File: config.mk
export PLATFORM = sky130hd
export DESIGN_NAME = sdram_init_refresh
export DESIGN_NICKNAME = d
export VERILOG_FILES = /design/src/rtl/sdram_pkg.sv /design/src/rtl/wait_counter.sv /design/src/rtl/sdram_init_refresh.sv
export SDC_FILE = /design/constraint.sdc
export NUM_CORES = 1
export LEC_CHECK = 0
export ABC_AREA = 1
export ABC_CLOCK_PERIOD_IN_PS = 2350
export BUFFER_PORTS_ARGS = -buffer_cell sky130_fd_sc_hd__buf_2
export CORE_MARGIN = 5
export CORE_UTILIZATION = 35
export CTS_CLUSTER_DIAMETER = 30
export DETAILED_ROUTE_END_ITERATION = 10
export SLEW_MARGIN = 20
export SYNTH_ARGS = -nofsm -noshare
export SYNTH_HDL_FRONTEND = slang
export SYNTH_SLANG_ARGS = --single-unit
File: constraint.sdc
create_clock -name CLK -period 2.35 [get_ports CLK]
set_input_delay 0.235 -clock CLK [delete_from_list [all_inputs] [get_ports CLK]]
set_output_delay 0.235 -clock CLK [all_outputs]
set_load 0.01 [all_outputs]
File: src/rtl/sdram_pkg.sv
// sdram_pkg
//   Shared definitions for the SDRAM controller slice: command encodings
//   ({cs_n, ras_n, cas_n, we_n}), the init sequencer state enum and the
//   address bit that selects "all banks" on PRECHARGE.
package sdram_pkg;

    localparam logic [3:0] CMD_INHIBIT   = 4'b1111;
    localparam logic [3:0] CMD_NOP       = 4'b0111;
    localparam logic [3:0] CMD_PRECHARGE = 4'b0010;
    localparam logic [3:0] CMD_AREF      = 4'b0001;
    localparam logic [3:0] CMD_LMR       = 4'b0000;

    // A10 high on PRECHARGE closes every bank.
    localparam int A10_BIT = 10;

    typedef enum logic [2:0] {
        PWR_WAIT = 3'd0,
        PRECH    = 3'd1,
        RP_WAIT  = 3'd2,
        AREF     = 3'd3,
        RFC_WAIT = 3'd4,
        LMR      = 3'd5,
        MRD_WAIT = 3'd6,
        DONE     = 3'd7
    } init_state_e;

endpackage

File: src/rtl/wait_counter.sv
// wait_counter
//   Saturating up-counter used for every inter-command delay and for the
//   refresh interval. It counts up to `period` and holds there; `done` is
//   high whenever count >= period. `restart` forces the count to 0 on the
//   next edge and has priority over counting.
// Ports:
//   CLK, RST   clock, asynchronous active-high reset
//   period     terminal count (TW bits)
//   restart    clear request
//   count      current count
//   done       count >= period
module wait_counter #(
    parameter int TW = 16
) (
    input  logic          CLK,
    input  logic          RST,
    input  logic [TW-1:0] period,
    input  logic          restart,
    output logic [TW-1:0] count,
    output logic          done
);

    logic [TW-1:0] count_q;
    logic [TW-1:0] count_d;

    always_comb begin
        count_d = count_q;
        if (restart) begin
            count_d = '0;
        end else if (count_q < period) begin
            count_d = count_q + TW'(1);
        end
    end

    always_ff @(posedge CLK or posedge RST) begin
        if (RST) begin
            count_q <= '0;
        end else begin
            count_q <= count_d;
        end
    end

    assign count = count_q;
    assign done  = (count_q >= period);

endmodule

File: src/rtl/sdram_init_refresh.sv
// sdram_init_refresh
//   Power-up init sequencer (power-up wait, PRECHARGE ALL, N x AUTO
//   REFRESH, LOAD MODE) driving the SDRAM pins directly, followed by a
//   periodic refresh-request generator with a saturating pending count.
// Ports:
//   CLK, RST          clock, asynchronous active-high reset
//   cke_o             SDRAM CKE, high from the first edge after reset
//   cmd_o             {cs_n, ras_n, cas_n, we_n}, registered
//   addr_o, ba_o      SDRAM address / bank, registered, 0 outside commands
//   init_done         sticky, init sequence finished
//   ref_req/ref_ack   refresh handshake (see below)
//   ref_pending       number of refreshes owed
//   ref_overflow      sticky, an interval tick was lost at saturation
//   dbg_state_o       current sequencer state
//   dbg_wait_count_o  current wait-counter value
//
// Refresh handshake: ref_req is high whenever ref_pending != 0. The arbiter
// pulses ref_ack for one cycle per AUTO REFRESH it issues; each accepted ack
// removes one pending refresh. Acks with nothing pending, or before
// init_done, are ignored.
module sdram_init_refresh
    import sdram_pkg::*;
#(
    parameter int                ADDR_W         = 13,
    parameter int                T_POWERUP      = 20000,
    parameter int                T_RP           = 3,
    parameter int                T_RFC          = 9,
    parameter int                T_MRD          = 2,
    parameter int                INIT_REFRESHES = 8,
    parameter int                T_REFI         = 1560,
    parameter int                PEND_MAX       = 7,
    parameter logic [ADDR_W-1:0] MODE_REG       = 13'h0033,
    parameter int                TW             = 16
) (
    input  logic              CLK,
    input  logic              RST,
    output logic              cke_o,
    output logic [3:0]        cmd_o,
    output logic [ADDR_W-1:0] addr_o,
    output logic [1:0]        ba_o,
    output logic              init_done,
    output logic              ref_req,
    input  logic              ref_ack,
    output logic [2:0]        ref_pending,
    output logic              ref_overflow,
    output logic [2:0]        dbg_state_o,
    output logic [TW-1:0]     dbg_wait_count_o
);

    localparam int RCW = $clog2(INIT_REFRESHES + 1);

    init_state_e       state_q, state_d;
    logic [RCW-1:0]    ref_cnt_q, ref_cnt_d;
    logic [TW-1:0]     period_q, period_d;
    logic [3:0]        cmd_q, cmd_d;
    logic [ADDR_W-1:0] addr_q, addr_d;
    logic [1:0]        ba_q, ba_d;
    logic              cke_q;
    logic              init_done_q, init_done_d;
    logic [2:0]        pend_q, pend_d;
    logic              ovf_q, ovf_d;

    logic              wait_done;
    logic              restart;
    logic              tick;
    logic              ack_eff;

    wait_counter #(.TW(TW)) u_wait (
        .CLK     (CLK),
        .RST     (RST),
        .period  (period_q),
        .restart (restart),
        .count   (dbg_wait_count_o),
        .done    (wait_done)
    );

    // In DONE the wait counter doubles as the refresh-interval timer.
    assign tick    = (state_q == DONE) && wait_done;
    assign ack_eff = ref_ack && init_done_q && (pend_q != 3'd0);

    // Next-state logic.
    always_comb begin
        state_d = state_q;
        case (state_q)
            PWR_WAIT: if (wait_done) state_d = PRECH;
            PRECH:    state_d = RP_WAIT;
            RP_WAIT:  if (wait_done) state_d = AREF;
            AREF:     state_d = RFC_WAIT;
            RFC_WAIT: if (wait_done) state_d = (ref_cnt_q < RCW'(INIT_REFRESHES)) ? AREF : LMR;
            LMR:      state_d = MRD_WAIT;
            MRD_WAIT: if (wait_done) state_d = DONE;
            DONE:     state_d = DONE;
            default:  state_d = PWR_WAIT;
        endcase
    end

    // Outputs and counter control. Commands are decoded from the next state
    // so the registered pins change on the same edge the FSM enters the
    // command state; the wait counter is cleared on that same edge, which
    // is why each loaded period is the following delay minus 1.
    always_comb begin
        cmd_d     = (state_d == PWR_WAIT) ? CMD_INHIBIT : CMD_NOP;
        addr_d    = '0;
        ba_d      = '0;
        period_d  = period_q;
        restart   = tick;
        ref_cnt_d = ref_cnt_q + ((state_q == AREF) ? RCW'(1) : RCW'(0));
        init_done_d = init_done_q || (state_d == DONE);

        case (state_d)
            PRECH: begin
                cmd_d           = CMD_PRECHARGE;
                addr_d[A10_BIT] = 1'b1;
            end
            AREF:    cmd_d = CMD_AREF;
            LMR: begin
                cmd_d  = CMD_LMR;
                addr_d = MODE_REG;
            end
            default: ;
        endcase

        if (state_d != state_q) begin
            case (state_d)
                PRECH: begin restart = 1'b1; period_d = TW'(T_RP - 1);   end
                AREF:  begin restart = 1'b1; period_d = TW'(T_RFC - 1);  end
                LMR:   begin restart = 1'b1; period_d = TW'(T_MRD - 1);  end
                DONE:  begin restart = 1'b1; period_d = TW'(T_REFI - 1); end
                default: ;
            endcase
        end
    end

    // Pending-refresh counter. A tick that coincides with an accepted ack
    // cancels out, even at saturation, so it never counts as an overflow.
    always_comb begin
        pend_d = pend_q;
        ovf_d  = ovf_q;
        if (tick && !ack_eff) begin
            if (pend_q == 3'(PEND_MAX)) begin
                ovf_d = 1'b1;
            end else begin
                pend_d = pend_q + 3'd1;
            end
        end else if (ack_eff && !tick) begin
            pend_d = pend_q - 3'd1;
        end
    end

    always_ff @(posedge CLK or posedge RST) begin
        if (RST) begin
            state_q     <= PWR_WAIT;
            ref_cnt_q   <= '0;
            period_q    <= TW'(T_POWERUP - 1);
            cmd_q       <= CMD_INHIBIT;
            addr_q      <= '0;
            ba_q        <= '0;
            cke_q       <= 1'b0;
            init_done_q <= 1'b0;
            pend_q      <= 3'd0;
            ovf_q       <= 1'b0;
        end else begin
            state_q     <= state_d;
            ref_cnt_q   <= ref_cnt_d;
            period_q    <= period_d;
            cmd_q       <= cmd_d;
            addr_q      <= addr_d;
            ba_q        <= ba_d;
            cke_q       <= 1'b1;
            init_done_q <= init_done_d;
            pend_q      <= pend_d;
            ovf_q       <= ovf_d;
        end
    end

    assign cke_o        = cke_q;
    assign cmd_o        = cmd_q;
    assign addr_o       = addr_q;
    assign ba_o         = ba_q;
    assign init_done    = init_done_q;
    assign ref_req      = (pend_q != 3'd0);
    assign ref_pending  = pend_q;
    assign ref_overflow = ovf_q;
    assign dbg_state_o  = state_q;

endmodule

Yosys cells after proc, flatten, opt, wreduce, memory -nomap -nowiden
Cells that the tools add are included.
Cells by class
  multiply operators: 0
  divide/modulo/power cells: 0
  eq/ne operators: 14
  add/subtract/negate cells: 4
  bitwise logic cells: 0
  shift operators: 0
  order comparisons: 3
  reduce and logical (&&, ||, !) cells: 18
  mux-type cells: 19
Operators with widths (number)
  $pmux 16 s4: 1
  $mux 16: 2
  $mux 3: 8
  $pmux 3 s8: 1
  $eq 3x3->1 const B: 7
  $add 16x1->16 const B: 1
  $ge 16x16->1: 1
  $lt 16x16->1: 1
  $pmux 4 s3: 1
  $eq 3x2->1 const B: 3
  $eq 3x1->1 const B: 2
  $logic_not 3->1: 2
  $mux 6: 1
  $reduce_and 2->1: 3
  $logic_and 1x1->1: 5
  $add 4x1->4: 1
  $lt 4x4->1 const B: 1
  $mux 1: 4
  $mux 4: 1
  $reduce_bool 2->1: 2
  $reduce_bool 4->1: 1
  $reduce_or 4->1: 1
  $add 3x1->3 const B: 1
  $ne 3x3->1: 1
  5 further kinds: 6
Word-level totals
  latch bits: 0
  word-level logic and storage cells: 68
  register bits after elaboration: 60
  memory bits (read-only): 0
  memories: 0
  bits in writable memories: 0
  bits of input ports: 3

Depth between registers and ports, before layout
  depth after elaboration: 9
  mapped depth: 19

Modules after synthesis
A second synthesis with hierarchy kept.
Second synthesis, totals
  cell total of the unflattened synthesis: 370
  area total of the unflattened synthesis: 2783.9 um^2
Modules (own cells, without submodules)
  wait_counter: cells an instance 252, times used 1, seq. area each 400.4 um^2, area an instance 1647.8 um^2
  sdram_init_refresh: cells an instance 118, times used 1, seq. area each 611.8 um^2, area an instance 1136.1 um^2

Worst setup path after synthesis
No wires, ideal clock.
  path type: register to register
  from: reg period_q[11]
  to: reg pend_q[2] (netlist: ref_pending[2])
  path slack: -2 ps
  required time: 2237 ps
  arrival: 2239 ps
  stages on the path, launching flop included: 15
  buffers on the path: 0
  cell sequence: dfstp_2 -> inv_1 -> ha_1 -> nand2_1 -> nor3_1 -> a21oi_4 -> nand3_4 -> nand3_1 -> fa_1 -> nand2_1 -> nand2_1 -> nand2_1 -> nand2_1 -> nand2_1 -> inv_1
On the way
  longest elaborated chain between the ends: 6
  elaborated cells on any way between the ends: 9
  those cells by class: order compare (1); eq/ne (1); mux (1); reduce/logical (6)
RTL lines
  start: declaration: line sdram_init_refresh.sv:54  | logic [TW-1:0] period_q, period_d;
  start signal: assignment: line sdram_init_refresh.sv:154  | period_q <= TW'(T_POWERUP - 1);
  start signal: assignment: line sdram_init_refresh.sv:165  | period_q <= period_d;
  $ge 16x16->1 (*): line wait_counter.sv:44  | assign done = (count_q >= period);
  $logic_and 1x1->1 (*): line sdram_init_refresh.sv:78  | assign tick = (state_q == DONE) && wait_done;
  $logic_not 1->1: line sdram_init_refresh.sv:145  | end else if (ack_eff && !tick) begin
  $logic_and 1x1->1: line sdram_init_refresh.sv:145
  $reduce_bool 2->1 (no line)
  $reduce_and 2->1 (no line)
  end signal: assignment: line sdram_init_refresh.sv:171  | pend_q <= pend_d;
  end: declaration: line sdram_init_refresh.sv:60  | logic [2:0] pend_q, pend_d;
Every way passes the cells marked *; elsewhere a longest branch is shown, timed or not.
A chain may end at the register's enable or synchronous reset.

Worst setup path in the final report
  from: reg period_q[10]
  to: reg pend_q[2] (netlist: ref_pending[2])
The elaborated chain is that of the path after synthesis.

==> impl_metrics.json <==
{
  "status": "finished, final reports clean",
  "synthArstFlopShare": 1.00,
  "routed_wl_microns": 5210,
  "die_x_microns": 92.6,
  "yosysSeqAreaShare": 0.424,
  "via_count": 1997,
  "cts-root-buf": "clkbuf_8",
  "nets": 364,
  "grt_max_degree": 16,
  "place_congestion": 0.861,
  "worst_hold_slack_ps": 473,
  "ff2ff_setup_slack_ps": 120,
  "r2r_start": "period_q[10]$_DFFE_PP1P_",
  "area_growth_pct": 24.5,
  "die_h_microns": 92.6,
  "wl_per_cell_microns": 12.1,
  "ys_top_cells_by_area": "dfrtp_1, nand2_1, dfstp_2",
  "finalSetupViolCount": 0,
  "clock.fmax_ghz": 0.448,
  "gr-usage-all-layers": 0.130,
  "design.portCount": 48,
  "start_kind": "flop",
  "place_hpwl_microns": 4010,
  "via_per_inst": 4.66,
  "cp-end-kind": "flop",
  "drv_slew": 0,
  "yosys_warnings": 0,
  "design_area_sq_um": 2970,
  "dieArea_sq_um": 8580,
  "min_to": "ref_cnt_q[2]$_DFF_PP0_",
  "yosysTopAreaCellShare": 0.325,
  "hold_path.class": "reg -> reg",
  "final_common_cell": "nand2_1",
  "instances_no_fill": 429,
  "rsz0062_at_grt": "yes",
  "grt_pass1_vias": 1967,
  "fin_setup_tns_ps": 0,
  "period_share": 0.950,
  "hold_depth": 1,
  "pwr_density_cell_nw_per_um2": 438,
  "ir_drop_mv": 0.218,
  "worst_r2r_endpoint": "ref_pending[2]$_DFFE_PP0P_",
  "cts_tree": "yes",
  "ys_types": 35,
  "drc": 0,
  "syn_avg_cell_area_sq_um": 8.26,
  "period_minus_slack_ps": 2230,
  "synth_top_area_cell": "dfrtp_1",
  "r2r_cells": 16,
  "finClkSkew_ps": 8.29,
  "cts_buffers": 5,
  "initial_core_util": 0.355,
  "antenna_cells": 0,
  "synth_edf_count": 0,
  "postRouteAntennaNets": 0,
  "final_cell_mix": "nand2_1, inv_1, buf_2",
  "drtIter0Drc": 56,
  "hp-start": "ref_cnt_q[2]$_DFF_PP0_",
  "clk_pin_slew_worst_paths_ps": 90,
  "syn_inst": 289,
  "io_buffers": 37,
  "core_area_sq_um": 6720,
  "drt_pass1_iterations": 4,
  "ys_ff_latch": 40,
  "worstPathMaxFanout": 5,
  "clock-sinks": 40,
  "n_fill_cell": 662,
  "synth_area_sq_um": 2390,
  "tightest_slew_ps": 545,
  "antenna_found_initial": 0,
  "ys.flop_type": "dfrtp_1",
  "grt_overflow_total": 0,
  "finalHoldViolCount": 0,
  "required_ps": 2550,
  "clk_latency_ps": 300,
  "relSlewSlack": 0.637,
  "grt_pass1_wl_microns": 9110,
  "multi_input_area_sq_um": 1210,
  "startpoint": "period_q[10]$_DFFE_PP1P_",
  "drive_above_1_share": 0.324,
  "dp.cells": 414,
  "worstPathArrival_ps": 2430,
  "htreeDepth": 2,
  "cts_buffer_depth": 2,
  "max_cap_viol_count": 0,
  "crit_type": "reg -> reg",
  "core.rowCount": 30,
  "leakage_nw": 1.56,
  "regArea_sq_um": 1010,
  "dpl_cell_area_sq_um": 2700
}
## metrics by stage
| step | total power, mW | worst slack (ps) | utilization |
|---|---|---|---|
| 2_1_floorplan | 0.732 | 11.4 | - |
| 3_3_place_gp | 0.730 | 34.4 | 0.402 |
| 3_5_place_dp | 0.731 | -36.4 | 0.402 |
| 4_1_cts | 1.32 | 9.36 | 0.430 |
| 5_1_grt | 1.36 | -94.7 | 0.443 |
| 6_report | 1.30 | 116 | 0.443 |
## critical path, stage by stage (launching register included)
cell and delay [ps]:
dfstp_2 550, inv_4 60, ha_4 260, nand2_2 50, inv_2 50, nand2_2 50, nor3_4 150, nand3_2 120
nand3_4 120, nand3_4 70, fa_2 350, nand2_1 70, nand2_1 60, nand2_1 50, nand2_1 40, nand2_1 50
inv_1 30
## power breakdown
group / internal [mW] / switching, mW
Sequential: 0.689 / 0.000238
Clock: 0.320 / 0.265
Combinational: 0.00507 / 0.0226
Total: 1.01 / 0.288
## worst max-delay path by stage
stage / end / slack [ps]
6_report: ref_pending[2]$_DFFE_PP0P_ / 120
5_1_grt: ref_pending[2]$_DFFE_PP0P_ / -90
4_1_cts: ref_pending[2]$_DFFE_PP0P_ / 9
3_5_place_dp: ref_pending[2]$_DFFE_PP0P_ / -40
3_3_place_gp: ref_pending[2]$_DFFE_PP0P_ / 30
2_1_floorplan: ref_pending[2]$_DFFE_PP0P_ / 10
## cell families (layout without fill, tap and decap cells)
kind of cell	Yosys count	count (layout)	synth area share
other cells	2	11	0.00314
flops	40	40	0.424
simple gates	140	140	0.272
xor+xnor	11	11	0.0403
compound gates	21	21	0.0665
fa+ha+maj	13	13	0.0712
buf+inv	62	113	0.123
## flip-flops by register name, indices dropped and copies added, names as in the netlist
name and cells:
u_wait.count 16, period_q 5, cmd_o 4, ref_cnt_q 4
dbg_state_o 3, ref_pending 3, addr_o 2, cke_o 1
init_done 1, ref_overflow 1
## cell usage after synthesis (2+ instances only)
cell        n
a21oi_1     3
nor4_1      2
o21ai_0     8
buf_4      14
nor2_1     25
dfstp_2     9
nor3_2      2
inv_1      41
o2111ai_1   2
nor3b_2     2
nor3_1     12
inv_2       5
conb_1      2
nand2_1    69
nand3_1    16
nand3_2     2
nand4_1     6
dfrtp_1    31
xor2_1     11
ha_1       12
## repair_timing
| action | in CTS | in global routing |
|---|---|---|
| setup endpoints to repair | 1 | 20 |
| hold buffers | 1 | 0 |
| pin swaps | 6 | 5 |
| hold endpoints to repair | 10 | 0 |
| setup buffers | 2 | 4 |
| gates resized for setup | 9 | 14 |
## layout make-up
| class | instances | share of cell area |
|---|---|---|
| multi-input combinational | 196 | 0.408 |
| sequential | 40 | 0.340 |
| timing repair buffer | 59 | 0.119 |
| inverter | 46 | 0.0606 |
| tap | 80 | 0.0337 |
| clock buffer | 5 | 0.0231 |
| clock inverter | 3 | 0.0156 |
## layer usage
layer,part of all wire,routed length (microns),track usage,vias to the layer above
li1,-,-,-,1016
met1,0.46,2400,0.164,927
met2,0.48,2520,0.218,45
met3,0.038,200,0.0260,9
met4,0.015,80,0.0537,0
met5,0,0,0,-
(Power assumes the default switching activity.)
